File: config.mk
export PLATFORM = sky130hd
export DESIGN_NAME = riscv_writeback_flat
export DESIGN_NICKNAME = d
export VERILOG_FILES = /design/src/rtl/riscv_writeback_pkg.sv /design/src/rtl/riscv_writeback_if.sv /design/src/rtl/riscv_wb_fifo.sv /design/src/rtl/riscv_writeback.sv /design/src/flat_wrapper.sv
export SDC_FILE = /design/constraint.sdc
export NUM_CORES = 1
export LEC_CHECK = 0
export CORE_MARGIN = 5
export CORE_UTILIZATION = 49
export CTS_BUF_LIST = sky130_fd_sc_hd__clkbuf_16
export DETAILED_ROUTE_END_ITERATION = 8
export PLACE_DENSITY_LB_ADDON = 0.15
export SETUP_SLACK_MARGIN = 0.1
export SYNTH_ARGS = -nofsm -noshare
export SYNTH_HDL_FRONTEND = slang
export SYNTH_SLANG_ARGS = --single-unit
File: constraint.sdc
create_clock -name clk_i -period 3.9 [get_ports clk_i]
set_input_delay 0.39 -clock clk_i [delete_from_list [all_inputs] [get_ports clk_i]]
set_output_delay 0.39 -clock clk_i [all_outputs]
set_load 0.02 [all_outputs]
File: src/rtl/riscv_writeback_pkg.sv
// Shared widths, the rd==0 "no write" encoding and the late-result FIFO entry layout.
// Imported by the writeback interface, the late-result FIFO user and the top.
package riscv_writeback_pkg;

  localparam int REG_W = 5;
  localparam int XLEN  = 32;

  localparam logic [REG_W-1:0] RD_NONE = '0;

  typedef struct packed {
    logic [REG_W-1:0] rd;
    logic [XLEN-1:0]  value;
  } wb_entry_t;

  localparam int ENTRY_W = $bits(wb_entry_t);

  typedef enum logic [1:0] {
    SRC_NONE,
    SRC_EXEC,
    SRC_FIFO,
    SRC_BYPASS
  } wb_src_t;

  // A result only counts as a register write when it targets a real register.
  function automatic logic is_write(input logic vld, input logic [REG_W-1:0] rd);
    return vld && (rd != RD_NONE);
  endfunction

endpackage

File: src/rtl/riscv_writeback_if.sv
// Writeback stage bundle: exec/late results, issue tracking, operand reads and the rd0 port.
// master = pipeline/regfile side, slave = the writeback stage.
interface riscv_writeback_if;
  import riscv_writeback_pkg::*;

  logic             exec_valid_i;
  logic [REG_W-1:0] exec_rd_i;
  logic [XLEN-1:0]  exec_value_i;
  logic             late_valid_i;
  logic [REG_W-1:0] late_rd_i;
  logic [XLEN-1:0]  late_value_i;
  logic             late_full_o;
  logic             issue_valid_i;
  logic [REG_W-1:0] issue_rd_i;
  logic [REG_W-1:0] ra_i;
  logic [REG_W-1:0] rb_i;
  logic [XLEN-1:0]  rf_ra_value_i;
  logic [XLEN-1:0]  rf_rb_value_i;
  logic [XLEN-1:0]  ra_value_o;
  logic [XLEN-1:0]  rb_value_o;
  logic             ra_busy_o;
  logic             rb_busy_o;
  logic [REG_W-1:0] rd0_o;
  logic [XLEN-1:0]  rd0_value_o;
  logic             overflow_o;

  modport master (
    output exec_valid_i, exec_rd_i, exec_value_i,
    output late_valid_i, late_rd_i, late_value_i,
    output issue_valid_i, issue_rd_i,
    output ra_i, rb_i, rf_ra_value_i, rf_rb_value_i,
    input  late_full_o, ra_value_o, rb_value_o, ra_busy_o, rb_busy_o,
    input  rd0_o, rd0_value_o, overflow_o
  );

  modport slave (
    input  exec_valid_i, exec_rd_i, exec_value_i,
    input  late_valid_i, late_rd_i, late_value_i,
    input  issue_valid_i, issue_rd_i,
    input  ra_i, rb_i, rf_ra_value_i, rf_rb_value_i,
    output late_full_o, ra_value_o, rb_value_o, ra_busy_o, rb_busy_o,
    output rd0_o, rd0_value_o, overflow_o
  );

endinterface

File: src/rtl/riscv_wb_fifo.sv
// Generic circular FIFO; head visible combinationally, full flag registered.
// Push while full is accepted only alongside a pop; otherwise it is dropped and flagged.
module riscv_wb_fifo #(
  parameter int DEPTH = 4,
  parameter int WIDTH = 37
) (
  input  logic             clk_i,
  input  logic             rst_i,
  input  logic             push_vld,
  input  logic [WIDTH-1:0] push_dat,
  input  logic             pop_rdy,
  output logic [WIDTH-1:0] pop_dat,
  output logic             empty,
  output logic             full,
  output logic             drop
);

  localparam int AW = $clog2(DEPTH);
  localparam int CW = AW + 1;
  localparam logic [CW-1:0] DEPTH_C = CW'(DEPTH);

  logic [WIDTH-1:0] mem [DEPTH];
  logic [AW-1:0]    wr_ptr;
  logic [AW-1:0]    rd_ptr;
  logic [CW-1:0]    count;
  logic [CW-1:0]    count_nxt;
  logic             do_push;
  logic             do_pop;

  assign do_pop  = pop_rdy && (count != '0);
  assign do_push = push_vld && ((count != DEPTH_C) || do_pop);
  assign drop    = push_vld && !do_push;
  assign empty   = (count == '0);
  assign pop_dat = mem[rd_ptr];

  always_comb begin
    count_nxt = count;
    if (do_push && !do_pop)
      count_nxt = count + 1'b1;
    else if (!do_push && do_pop)
      count_nxt = count - 1'b1;
  end

  // Power-of-two depth: pointers wrap by natural overflow.
  always_ff @(posedge clk_i or negedge rst_i) begin
    if (!rst_i) begin
      wr_ptr <= '0;
      rd_ptr <= '0;
      count  <= '0;
      full   <= 1'b0;
    end else begin
      if (do_push) wr_ptr <= wr_ptr + 1'b1;
      if (do_pop)  rd_ptr <= rd_ptr + 1'b1;
      count <= count_nxt;
      full  <= (count_nxt == DEPTH_C);
    end
  end

  always_ff @(posedge clk_i) begin
    if (do_push) mem[wr_ptr] <= push_dat;
  end

endmodule

File: src/rtl/riscv_writeback.sv
// Merges exec and long-latency results onto rd0 (exec wins, late results queue), tracks pending
// long-latency writes and forwards rd0 onto operand reads; zero-cycle path, no backpressure.
module riscv_writeback
  import riscv_writeback_pkg::*;
#(
  parameter int LATE_FIFO_DEPTH = 4
) (
  input logic              clk_i,
  input logic              rst_i,
  riscv_writeback_if.slave wb
);

  wb_entry_t        late_in;
  wb_entry_t        head;
  wb_src_t          src;
  logic             exec_wr;
  logic             late_wr;
  logic             fifo_empty;
  logic             fifo_full;
  logic             fifo_drop;
  logic             push;
  logic             pop;
  logic             retire_vld;
  logic [REG_W-1:0] retire_rd;
  logic [31:0]      pending;
  logic [31:0]      pending_nxt;
  logic             overflow;

  assign exec_wr = is_write(wb.exec_valid_i, wb.exec_rd_i);
  assign late_wr = is_write(wb.late_valid_i, wb.late_rd_i);
  assign late_in = '{rd: wb.late_rd_i, value: wb.late_value_i};

  always_comb begin
    src = SRC_NONE;
    if (exec_wr)
      src = SRC_EXEC;
    else if (!fifo_empty)
      src = SRC_FIFO;
    else if (late_wr)
      src = SRC_BYPASS;
  end

  always_comb begin
    wb.rd0_o       = RD_NONE;
    wb.rd0_value_o = '0;
    case (src)
      SRC_EXEC: begin
        wb.rd0_o       = wb.exec_rd_i;
        wb.rd0_value_o = wb.exec_value_i;
      end
      SRC_FIFO: begin
        wb.rd0_o       = head.rd;
        wb.rd0_value_o = head.value;
      end
      SRC_BYPASS: begin
        wb.rd0_o       = wb.late_rd_i;
        wb.rd0_value_o = wb.late_value_i;
      end
      default: ;
    endcase
  end

  assign pop  = (src == SRC_FIFO);
  assign push = late_wr && (src != SRC_BYPASS);

  riscv_wb_fifo #(
    .DEPTH (LATE_FIFO_DEPTH),
    .WIDTH (ENTRY_W)
  ) u_late_fifo (
    .clk_i    (clk_i),
    .rst_i    (rst_i),
    .push_vld (push),
    .push_dat (late_in),
    .pop_rdy  (pop),
    .pop_dat  (head),
    .empty    (fifo_empty),
    .full     (fifo_full),
    .drop     (fifo_drop)
  );

  assign retire_vld = (src == SRC_FIFO) || (src == SRC_BYPASS);
  assign retire_rd  = (src == SRC_FIFO) ? head.rd : wb.late_rd_i;

  // Issue is applied after retire so a same-register set wins; bit 0 never holds a pending write.
  always_comb begin
    pending_nxt = pending;
    if (retire_vld)
      pending_nxt[retire_rd] = 1'b0;
    if (wb.issue_valid_i)
      pending_nxt[wb.issue_rd_i] = 1'b1;
    pending_nxt[0] = 1'b0;
  end

  always_ff @(posedge clk_i or negedge rst_i) begin
    if (!rst_i) begin
      pending  <= '0;
      overflow <= 1'b0;
    end else begin
      pending  <= pending_nxt;
      overflow <= overflow | fifo_drop;
    end
  end

  assign wb.ra_busy_o = pending[wb.ra_i] && !(retire_vld && (retire_rd == wb.ra_i));
  assign wb.rb_busy_o = pending[wb.rb_i] && !(retire_vld && (retire_rd == wb.rb_i));

  assign wb.ra_value_o = ((wb.ra_i != RD_NONE) && (wb.rd0_o == wb.ra_i)) ? wb.rd0_value_o
                                                                          : wb.rf_ra_value_i;
  assign wb.rb_value_o = ((wb.rb_i != RD_NONE) && (wb.rd0_o == wb.rb_i)) ? wb.rd0_value_o
                                                                          : wb.rf_rb_value_i;

  assign wb.late_full_o = fifo_full;
  assign wb.overflow_o  = overflow;

endmodule

File: src/flat_wrapper.sv
// flat-port wrapper written by rule: the top's interface ports become plain ports
module riscv_writeback_flat import riscv_writeback_pkg::*;
#(
  parameter int LATE_FIFO_DEPTH = 4
)
  (clk_i, rst_i, wb_exec_valid_i, wb_exec_rd_i, wb_exec_value_i, wb_late_valid_i, wb_late_rd_i, wb_late_value_i, wb_issue_valid_i, wb_issue_rd_i, wb_ra_i, wb_rb_i, wb_rf_ra_value_i, wb_rf_rb_value_i, wb_late_full_o, wb_ra_value_o, wb_rb_value_o, wb_ra_busy_o, wb_rb_busy_o, wb_rd0_o, wb_rd0_value_o, wb_overflow_o);
  riscv_writeback_if wb_i ();
  input logic clk_i;
  input logic rst_i;
  input wire logic [$bits(wb_i.exec_valid_i)-1:0] wb_exec_valid_i;
  input wire logic [$bits(wb_i.exec_rd_i)-1:0] wb_exec_rd_i;
  input wire logic [$bits(wb_i.exec_value_i)-1:0] wb_exec_value_i;
  input wire logic [$bits(wb_i.late_valid_i)-1:0] wb_late_valid_i;
  input wire logic [$bits(wb_i.late_rd_i)-1:0] wb_late_rd_i;
  input wire logic [$bits(wb_i.late_value_i)-1:0] wb_late_value_i;
  input wire logic [$bits(wb_i.issue_valid_i)-1:0] wb_issue_valid_i;
  input wire logic [$bits(wb_i.issue_rd_i)-1:0] wb_issue_rd_i;
  input wire logic [$bits(wb_i.ra_i)-1:0] wb_ra_i;
  input wire logic [$bits(wb_i.rb_i)-1:0] wb_rb_i;
  input wire logic [$bits(wb_i.rf_ra_value_i)-1:0] wb_rf_ra_value_i;
  input wire logic [$bits(wb_i.rf_rb_value_i)-1:0] wb_rf_rb_value_i;
  output wire logic [$bits(wb_i.late_full_o)-1:0] wb_late_full_o;
  output wire logic [$bits(wb_i.ra_value_o)-1:0] wb_ra_value_o;
  output wire logic [$bits(wb_i.rb_value_o)-1:0] wb_rb_value_o;
  output wire logic [$bits(wb_i.ra_busy_o)-1:0] wb_ra_busy_o;
  output wire logic [$bits(wb_i.rb_busy_o)-1:0] wb_rb_busy_o;
  output wire logic [$bits(wb_i.rd0_o)-1:0] wb_rd0_o;
  output wire logic [$bits(wb_i.rd0_value_o)-1:0] wb_rd0_value_o;
  output wire logic [$bits(wb_i.overflow_o)-1:0] wb_overflow_o;
  assign wb_i.exec_valid_i = wb_exec_valid_i;
  assign wb_i.exec_rd_i = wb_exec_rd_i;
  assign wb_i.exec_value_i = wb_exec_value_i;
  assign wb_i.late_valid_i = wb_late_valid_i;
  assign wb_i.late_rd_i = wb_late_rd_i;
  assign wb_i.late_value_i = wb_late_value_i;
  assign wb_i.issue_valid_i = wb_issue_valid_i;
  assign wb_i.issue_rd_i = wb_issue_rd_i;
  assign wb_i.ra_i = wb_ra_i;
  assign wb_i.rb_i = wb_rb_i;
  assign wb_i.rf_ra_value_i = wb_rf_ra_value_i;
  assign wb_i.rf_rb_value_i = wb_rf_rb_value_i;
  assign wb_late_full_o = wb_i.late_full_o;
  assign wb_ra_value_o = wb_i.ra_value_o;
  assign wb_rb_value_o = wb_i.rb_value_o;
  assign wb_ra_busy_o = wb_i.ra_busy_o;
  assign wb_rb_busy_o = wb_i.rb_busy_o;
  assign wb_rd0_o = wb_i.rd0_o;
  assign wb_rd0_value_o = wb_i.rd0_value_o;
  assign wb_overflow_o = wb_i.overflow_o;
  riscv_writeback #(.LATE_FIFO_DEPTH(LATE_FIFO_DEPTH)) u_core (.clk_i(clk_i), .rst_i(rst_i), .wb(wb_i));
endmodule
==> results of run 1 <==
## cell usage in the layout, fill, tap and decap left out, types with 6 or more instances in the layout
| cell type | netlist | routed |
|---|---|---|
| a21oi_1 | 11 | 10 |
| a31oi_1 | 35 | 33 |
| buf_12 | 0 | 10 |
| buf_2 | 5 | 6 |
| buf_4 | 3 | 94 |
| buf_6 | 4 | 8 |
| clkbuf_16 | 0 | 23 |
| clkbuf_2 | 0 | 31 |
| clkdlybuf4s50_1 | 0 | 192 |
| dfrtp_1 | 40 | 38 |
| dlygate4sd2_1 | 0 | 10 |
| edfxtp_1 | 148 | 148 |
| ha_1 | 7 | 6 |
| inv_1 | 8 | 10 |
| mux2_1 | 32 | 14 |
| mux2_2 | 10 | 9 |
| mux2_4 | 30 | 49 |
| mux2i_1 | 9 | 7 |
| mux4_2 | 50 | 50 |
| nand2_1 | 53 | 52 |
| nand3_1 | 43 | 42 |
| nand3b_1 | 9 | 9 |
| nor2_1 | 53 | 52 |
| o21ai_0 | 65 | 65 |
| o21ai_1 | 10 | 6 |
| xnor2_1 | 14 | 13 |
| xor2_1 | 8 | 8 |
## metrics by stage
stage               area (um2)  hold WS (ns)  std cells  TNS (ns)  power (mW)
finish                   14200         0.102       1357         0        8.59
global route             14200         0.156       1356         0        9.01
CTS                      13900         0.118       1338         0        8.41
detailed placement       13300         0.477       1298    -12.20        6.75
global placement         13300         0.474       1298     -9.39        6.69
floorplan                 9920        0.0944        742         0        5.22
## kinds of logic after synthesis
| logic type | Yosys count | synth area share |
|---|---|---|
| adders and majority gates | 7 | 0.00883 |
| AOI/OAI and AO/OA | 147 | 0.0877 |
| DFF | 188 | 0.549 |
| muxes | 131 | 0.216 |
| xor gates and xnor gates | 22 | 0.0194 |
| buffers and inverters | 57 | 0.0264 |
| and+or+nand+nor | 190 | 0.0930 |
## final cells by class
class                   instances  area, um2  area share
diodes                          1       2.50    0.000176
clock buffers                  19        475      0.0335
clock inverters                13       83.8     0.00591
inverters                       8       30.0     0.00212
multi-input cells             497       4420       0.311
flip-flops and latches        188       5450       0.384
well taps                     270        338      0.0238
repair buffers                361       3400       0.239
## power groups by stage
stage	Clock [mW]	Sequential, mW	Combinational [mW]
global route	1.74	3.00	4.26
CTS	1.66	2.95	3.80
global placement	0	2.96	3.73
floorplan	0	2.89	2.33
detailed placement	0	2.98	3.77
finish	1.64	2.96	3.99
## timing repair
item,4_1_cts,5_1_grt
gates resized for setup,156,126
pin swaps,2,8
cloned,2,5
buffers inserted,6,13
setup endpoints to repair,66,86
## worst max-delay path by stage
| stage | start | end | slack [ns] |
|---|---|---|---|
| after global placement | wb_exec_rd_i[4] | wb_ra_value_o[24] | -0.22 |
| after CTS | wb_exec_rd_i[4] | wb_rb_value_o[0] | 0.08 |
| after global routing | u_core.u_late_fifo.count[1] | wb_rb_value_o[7] | 0.02 |
| after detailed placement | wb_exec_rd_i[4] | wb_ra_value_o[24] | -0.26 |
| final | wb_late_rd_i[3] | wb_rb_value_o[30] | 0.08 |
| after floorplan | u_core.u_late_fifo.count[1] | wb_ra_value_o[10] | 0.53 |
## flip-flops by register name (all words and copies together) (netlist names)
name                       count
u_core.u_late_fifo.rd_ptr      2
u_core.pending                31
u_core.u_late_fifo.count       3
u_core.wb.overflow_o           1
u_core.u_late_fifo.wr_ptr      2
u_core.u_late_fifo.mem       148
u_core.u_late_fifo.full        1
## routing by layer
metal / global-route usage / vias up
met5: 0 / -
met3: 0.0574 / 32
met4: 0.0467 / 0
met1: 0.326 / 3869
met2: 0.417 / 387
li1: - / 3543
==> results_dict.tcl, run 1 <==
set metrics [dict create \
    grt.total_usage 0.245 \
    cts_hold_buf 0 \
    antenna_found_initial 0 \
    die_h_um 152 \
    drt_pre_antenna_iters 5 \
    post-route-period-util 0.979 \
    h-tree-depth 4 \
    vias_per_cell 5.77 \
    topRoutingLayerUsed "met4" \
    p_switching_mw 3.03 \
    power_frac_comb 0.465 \
    crit_path_end_kind "output port" \
    reg2reg_depth 11 \
    p_int_mw 5.56 \
    post-route-min-period_ns 3.82 \
    seq_area_frac_synth 0.549 \
    core-area_mm2 0.0201 \
    cp.depth 10 \
    critical-path-slowest-cell "or4_1" \
    cp.required_ns 3.51 \
    crit_buf_inv 3 \
    ys_top_cells_by_area "edfxtp_1 (45%), mux4_2 (11%), dfrtp_1 (10%)" \
    rows 52 \
    power_frac_seq 0.344 \
    synth_common_cells "edfxtp_1 (148), o21ai_0 (65), nand2_1 (53), nor2_1 (53), mux4_2 (50)" \
    slew_viol_final 0 \
    grt_overflow 0 \
    dr_total_vias 7831 \
    place_ws_ns -0.260 \
    hold_viol 0 \
    port_buffers 262 \
    ant_nets 0 \
    fin_skew_ns 0.0133 \
    ys_ff_latch 188 \
    reg2reg_slack_ns 1.11 \
    drtIter0Drc 553 \
    rsz0062_at_grt "yes" \
    ys_types 54 \
    ys_warn_count 0 \
    die_w_um 152 \
    worstSkewPairLatency_ns 0.43 \
    crit_path_start_kind "input pin" \
    cp_top_family "buffers and inverters" \
    synthCells 742 \
    p_leak_nw 5.45 \
    vdd_ir_drop_max_v 0.000305 \
    p_per_area_mw_per_mm2 605 \
    cts.sinks 188 \
    drc 0 \
    clk_pin_slew_ns 0.07 \
    drive_above_1_share 0.302 \
    final_util 0.706 \
    worstSetupPathType "input pin to output port" \
    synth_nets 907 \
    drv_cap 0 \
    start_util 0.493 \
    r2r_start "u_core.u_late_fifo.count[1]" \
    max_stage_delay_ns 0.55 \
    routabilityCongestion 0.844 \
    relSlewSlack 0.374 \
    critPathArrivalTime_ns 3.43 \
    grt_max_degree 43 \
    cts-root-buf "clkbuf_16" \
    pwr-share-clk 0.191 \
    setup_violations 0 \
    clockBufferDepth 2 \
    met1_length_um 12600 \
    nFillCells 1388 \
    yosysMostFrequentCell "edfxtp_1" \
    hold_class "input pin to asynchronous set/reset pin" \
    outcome "completed" \
    synth_top_area_cell "edfxtp_1" \
    avgSynthCellArea_um2 13.4 \
    tightestPinTransition_ns 0.940 \
    cp_max_fo 8 \
    first_global_vias 7674 \
    wl_um 31000 \
    r2r_end "u_core.pending[24]" \
    drt-wirelength-per-cell_um 22.8 \
    wl_met3_um 2210 \
    place_hpwl_um 20700 \
    dr_wl_met2_um 15700 \
    num_io_pins 263 \
    max_freq_ghz 0.262 \
    area_growth_pct 43.1 \
    yosysTopAreaCellShare 0.448 \
    num-nets-final 1238 \
    synth_area_mm2 0.00992 \
    ys.flop_type "edfxtp_1" \
    async_flop_share 0.213 \
    switching_share 0.352 \
    dieArea_mm2 0.0232 \
    cts_made_buffers 17 \
    synth_edf_count 148 \
    path_cells "clkdlybuf4s50_1 -> or4_1 -> o21a_1 -> o22ai_2 -> a211oi_2 -> a2111oi_4 -> nand4_4 -> buf_6 -> mux2_4 -> dlygate4sd2_1" \
    grt_pass1_wl_um 44800 \
    fin_ws_ns 0.0832 \
    cts_tree "yes" \
]
No activity file was read; power rests on OpenSTA's default activity.
==> inputs of run 2 (changes only) <==
Settings changed: CORE_UTILIZATION 49 to 51, CTS_BUF_LIST sky130_fd_sc_hd__clkbuf_16 to sky130_fd_sc_hd__clkbuf_4.
==> results_dict.tcl, run 2 (synthesized netlist as in run 1, its figures left out) <==
set metrics [dict create \
    fin_tns_setup_ns 0 \
    p_switching_mw 2.90 \
    area_growth_pct 42.4 \
    worstSkewPairLatency_ns 0.56 \
    reg2reg_slack_ns 1.12 \
    slew_viol_final 0 \
    reg2reg_depth 12 \
    dr_total_vias 8017 \
    max_freq_ghz 0.258 \
    p_int_mw 5.12 \
    drive_above_1_share 0.323 \
    p_per_area_mw_per_mm2 568 \
    fin_skew_ns 0.0273 \
    num_io_pins 263 \
    vdd_ir_drop_max_v 0.000374 \
    pwr-share-clk 0.115 \
    antenna_found_initial 1 \
    cts-root-buf "clkbuf_4" \
    path_cells "clkdlybuf4s50_1 -> or4_4 -> o21a_1 -> buf_4 -> buf_6 -> o21ai_4 -> o21ai_2 -> xnor2_2 -> nor4_4 -> buf_6 -> buf_6 -> buf_12 -> buf_4 -> mux2_4 -> buf_4" \
    place_hpwl_um 20800 \
    post-route-min-period_ns 3.88 \
    rows 51 \
    wl_um 30400 \
    max_stage_delay_ns 0.52 \
    place_ws_ns -0.363 \
    drt_pre_antenna_iters 5 \
    num-nets-final 1263 \
    crit_path_end_kind "output port" \
    hold_viol 0 \
    routabilityCongestion 0.906 \
    ant_nets 0 \
    drc 0 \
    final_cell_mix "clkdlybuf4s50_1 (193), edfxtp_1 (148), buf_4 (109), o21ai_0 (65)" \
    start_util 0.513 \
    largest_reg_flops 148 \
    relSlewSlack 0.380 \
    grt_max_degree 46 \
    die_h_um 149 \
    dp.cells 1303 \
    dieArea_mm2 0.0223 \
    drtIter0Drc 590 \
    grt.total_usage 0.264 \
    first_global_vias 8083 \
    core-area_mm2 0.0193 \
    power_frac_comb 0.520 \
    h-tree-depth 4 \
    cts_tree "yes" \
    drt-wirelength-per-cell_um 22.1 \
    tightestPinTransition_ns 0.930 \
    critPathArrivalTime_ns 3.49 \
    final_util 0.731 \
    vias_per_cell 5.82 \
    clockBufferDepth 2 \
    r2r_start "u_core.u_late_fifo.count[1]" \
    fin_ws_ns 0.0184 \
    cp_max_fo 7 \
    outcome "completed" \
    startpoint "wb_exec_rd_i[1]" \
    critical-path-slowest-cell "or4_4" \
    power_frac_seq 0.365 \
    die_w_um 149 \
    top_register "u_core.u_late_fifo.mem" \
    post-route-period-util 0.995 \
    worstSetupPathType "input pin to output port" \
    clk_pin_slew_ns 0.14 \
    final_cells 1377 \
    reg_top3 "u_core.u_late_fifo.mem: 148 flops, u_core.pending: 31 flops, u_core.u_late_fifo.count: 3 flops" \
    cts_made_buffers 17 \
    r2r_end "u_core.pending[27]" \
    hold_class "input pin to asynchronous set/reset pin" \
    grt_pass1_wl_um 45000 \
    rsz0062_at_grt "yes" \
    p_leak_nw 5.41 \
    setup_violations 0 \
    mostFrequentLayoutCell "clkdlybuf4s50_1" \
    switching_share 0.362 \
    cts.sinks 188 \
    drv_cap 0 \
    hold_ws_ns 0.477 \
    grt_overflow 0 \
    cp.required_ns 3.51 \
    port_buffers 262 \
    crit_path_start_kind "input pin" \
]
-- run 2: cell count changes in the layout (fill, tap and decap cells not counted), sizes merged, moves of 3 or more --
cell / change
buf: +67
clkbuf: -32
inv: -11
clkinv: +7
dlygate4sd2: -7
dlymetal6s2s: -3
-- run 2: how the worst max path moves through the flow --
| stage | end | slack, ns | cells after the start |
|---|---|---|---|
| after global routing | wb_ra_value_o[23] | -0.09 | 15 |
| after detailed placement | wb_ra_value_o[22] | -0.36 | 12 |
| after global placement | wb_ra_value_o[14] | -0.28 | 12 |
| after floorplan | wb_ra_value_o[10] | 0.53 | 12 |
| final | wb_ra_value_o[23] | 0.02 | 15 |
| after CTS | wb_ra_value_o[22] | 0.04 | 14 |
-- run 2: power groups by stage --
| stage | Combinational [mW] | Sequential [mW] | Clock (mW) |
|---|---|---|---|
| 2_1_floorplan | 2.33 | 2.89 | 0 |
| 3_3_place_gp | 3.74 | 2.95 | 0 |
| 3_5_place_dp | 3.79 | 2.97 | 0 |
| 4_1_cts | 4.00 | 2.92 | 0.950 |
| 5_1_grt | 4.48 | 2.97 | 1.04 |
| 6_report | 4.18 | 2.93 | 0.926 |
-- run 2: timing repair --
action                                 4_1_cts  5_1_grt
hold buffers                                 1        0
setup endpoints to repair                   66       74
gates cloned                                 3        1
setup buffers                               21       15
gates resized for setup                    336       69
pin swaps                                    7        9
endpoints found under the hold margin       40        0
-- run 2: cell type report --
type                       instances  area [um2]
clock buffer                      21         158
timing repair buffer             386        3650
antenna                            1        2.50
multi-input combinational        497        4420
clock inverter                    11        78.8
sequential                       188        5450
tap                              265         332
inverter                           8        30.0
fill                            1332        5210
-- run 2: worst max-delay path: cells and delay by family --
kind / cells / cell delay, ns
AOI/OAI and AO/OA: 3 / 0.44
buffers and inverters: 8 / 1.39
muxes: 1 / 0.29
xor gates and xnor gates: 1 / 0.17
and+or+nand+nor: 2 / 0.81
-- run 2: through the flow --
step                      total power, mW  instance area (um2)
final                                8.03                14100
after global routing                 8.48                14100
after CTS                            7.87                13800
after detailed placement             6.76                13300
after global placement               6.69                13300
after floorplan                      5.22                 9920
-- run 2: routing by layer --
layer	vias to the layer above	global-route usage	part of all wire	routed length (um)
met3	42	0.0612	0.093	2820
met1	3973	0.345	0.39	11800
met5	-	0	0.00036	11
met2	413	0.450	0.50	15200
met4	2	0.0719	0.018	553
li1	3587	-	-	-
==> inputs of run 3 (changes only) <==
Settings changed: ABC_CLOCK_PERIOD_IN_PS set to 3900, MAX_ROUTING_LAYER set to met4.
==> results_dict.tcl, run 3 (synthesized netlist as in run 1, its figures left out) <==
set metrics [dict create \
    tightestPinTransition_ns 0.925 \
    cts_tree "yes" \
    relSlewSlack 0.383 \
    hold_class "input pin to asynchronous set/reset pin" \
    nFillCells 1332 \
    final_cell_mix "clkdlybuf4s50_1 (193), edfxtp_1 (148), buf_4 (109), o21ai_0 (65)" \
    reg2reg_depth 12 \
    drt_pre_antenna_iters 6 \
    cp_max_fo 7 \
    drive_above_1_share 0.323 \
    fin_skew_ns 0.0277 \
    place_ws_ns -0.363 \
    critPathArrivalTime_ns 3.49 \
    final_util 0.731 \
    regArea_mm2 0.00545 \
    cts_made_buffers 17 \
    p_per_area_mw_per_mm2 568 \
    crit_path_start_kind "input pin" \
    cts-root-buf "clkbuf_4" \
    crit_path_end_kind "output port" \
    r2r_end "u_core.pending[27]" \
    mostFrequentLayoutCell "clkdlybuf4s50_1" \
    dp.cells 1303 \
    drv_cap 0 \
    ant_nets 0 \
    port_buffers 262 \
    drt-wirelength-per-cell_um 22.0 \
    reg_top3 "u_core.u_late_fifo.mem: 148 flops, u_core.pending: 31 flops, u_core.u_late_fifo.count: 3 flops" \
    grt_overflow 0 \
    hold_viol 0 \
    num_io_pins 263 \
    multi_input_area_mm2 0.00442 \
    first_global_vias 8092 \
    rsz0062_at_grt "yes" \
    grt_pass1_wl_um 44900 \
    fin_total_pwr_mw 8.02 \
    start_util 0.513 \
    place_hpwl_um 20800 \
    clockBufferDepth 2 \
    clk_pin_slew_ns 0.14 \
    setup_violations 0 \
    reg2reg_slack_ns 1.12 \
    fin_ws_ns 0.0236 \
    num-nets-final 1263 \
    post-route-period-util 0.994 \
    antenna_found_initial 1 \
    dr_total_vias 7987 \
    die_w_um 149 \
    grt_max_degree 46 \
    r2r_start "u_core.u_late_fifo.count[1]" \
    rows 51 \
    die_h_um 149 \
    drc 0 \
    outcome "completed" \
    final_cells 1379 \
    routabilityCongestion 0.922 \
    worstSetupPathType "input pin to output port" \
    drtIter0Drc 583 \
    dieArea_mm2 0.0223 \
    vdd_ir_drop_max_v 0.000374 \
    max_freq_ghz 0.258 \
    slew_viol_final 0 \
    wl_um 30300 \
    vias_per_cell 5.79 \
    post-route-min-period_ns 3.88 \
    cts.sinks 188 \
    worstSkewPairLatency_ns 0.56 \
    largest_reg_flops 148 \
    area_growth_pct 42.4 \
    h-tree-depth 4 \
    top_register "u_core.u_late_fifo.mem" \
    grt.total_usage 0.272 \
    p_leak_nw 5.41 \
    cp.required_ns 3.51 \
    core-area_mm2 0.0193 \
]
-- run 3: changes by cell type in the layout (fill, tap and decap cells not counted) --
cell,previous run,this run
buf_2,20,21
buf_6,50,49
diode_2,1,3
-- run 3: report_power, final --
part | switching [mW] | internal [mW]
Clock | 0.595 | 0.332
Combinational | 2.07 | 2.09
Sequential | 0.230 | 2.70
-- run 3: timing repair --
action / CTS / global route
setup endpoints to repair: 66 / 76
endpoints found under the hold margin: 40 / 0
setup buffers: 21 / 15
resized for setup: 336 / 67
cloned: 3 / 1
pin swaps: 7 / 9
hold buffers: 1 / 0
-- run 3: metal layers --
layer,global-route usage,part of all wire
met1,0.345,0.39
met2,0.449,0.51
met3,0.0636,0.088
met4,0.0682,0.018
met5,-,0
-- run 3: worst max path at each step --
| stage | startpoint | endpoint | slack (ns) | cells after the start |
|---|---|---|---|---|
| after detailed placement | wb_exec_rd_i[4] | wb_ra_value_o[22] | -0.36 | 12 |
| final | wb_exec_rd_i[1] | wb_ra_value_o[23] | 0.02 | 15 |
| after CTS | u_core.u_late_fifo.count[0] | wb_ra_value_o[22] | 0.04 | 14 |
| after floorplan | u_core.u_late_fifo.count[1] | wb_ra_value_o[10] | 0.53 | 12 |
| after global routing | u_core.u_late_fifo.count[1] | wb_ra_value_o[23] | -0.09 | 15 |
| after global placement | wb_exec_rd_i[4] | wb_ra_value_o[14] | -0.28 | 12 |
-- run 3: worst max-delay path, stage by stage --
cell             delay (ns)
clkdlybuf4s50_1        0.42
or4_4                  0.52
o21a_1                 0.20
buf_4                  0.14
buf_6                  0.13
o21ai_4                0.14
o21ai_2                0.10
xnor2_2                0.17
nor4_4                 0.29
buf_6                  0.18
buf_6                  0.11
buf_12                 0.13
buf_4                  0.12
mux2_4                 0.29
buf_4                  0.16
-- run 3: cell type report --
type                       instances  area share
sequential                       188       0.386
tap                              265      0.0235
timing repair buffer             386       0.258
multi-input combinational        497       0.313
inverter                           8     0.00213
antenna                            3    0.000531
clock buffer                      21      0.0112
clock inverter                    11     0.00558
-- run 3: metrics by stage --
step	area (um2)	hold slack (ns)	setup TNS (ns)
floorplan	9920	0.0944	0
global placement	13300	0.470	-12.40
detailed placement	13300	0.468	-17.68
CTS	13800	0.450	0
global route	14100	0.445	-1.78
finish	14100	0.479	0
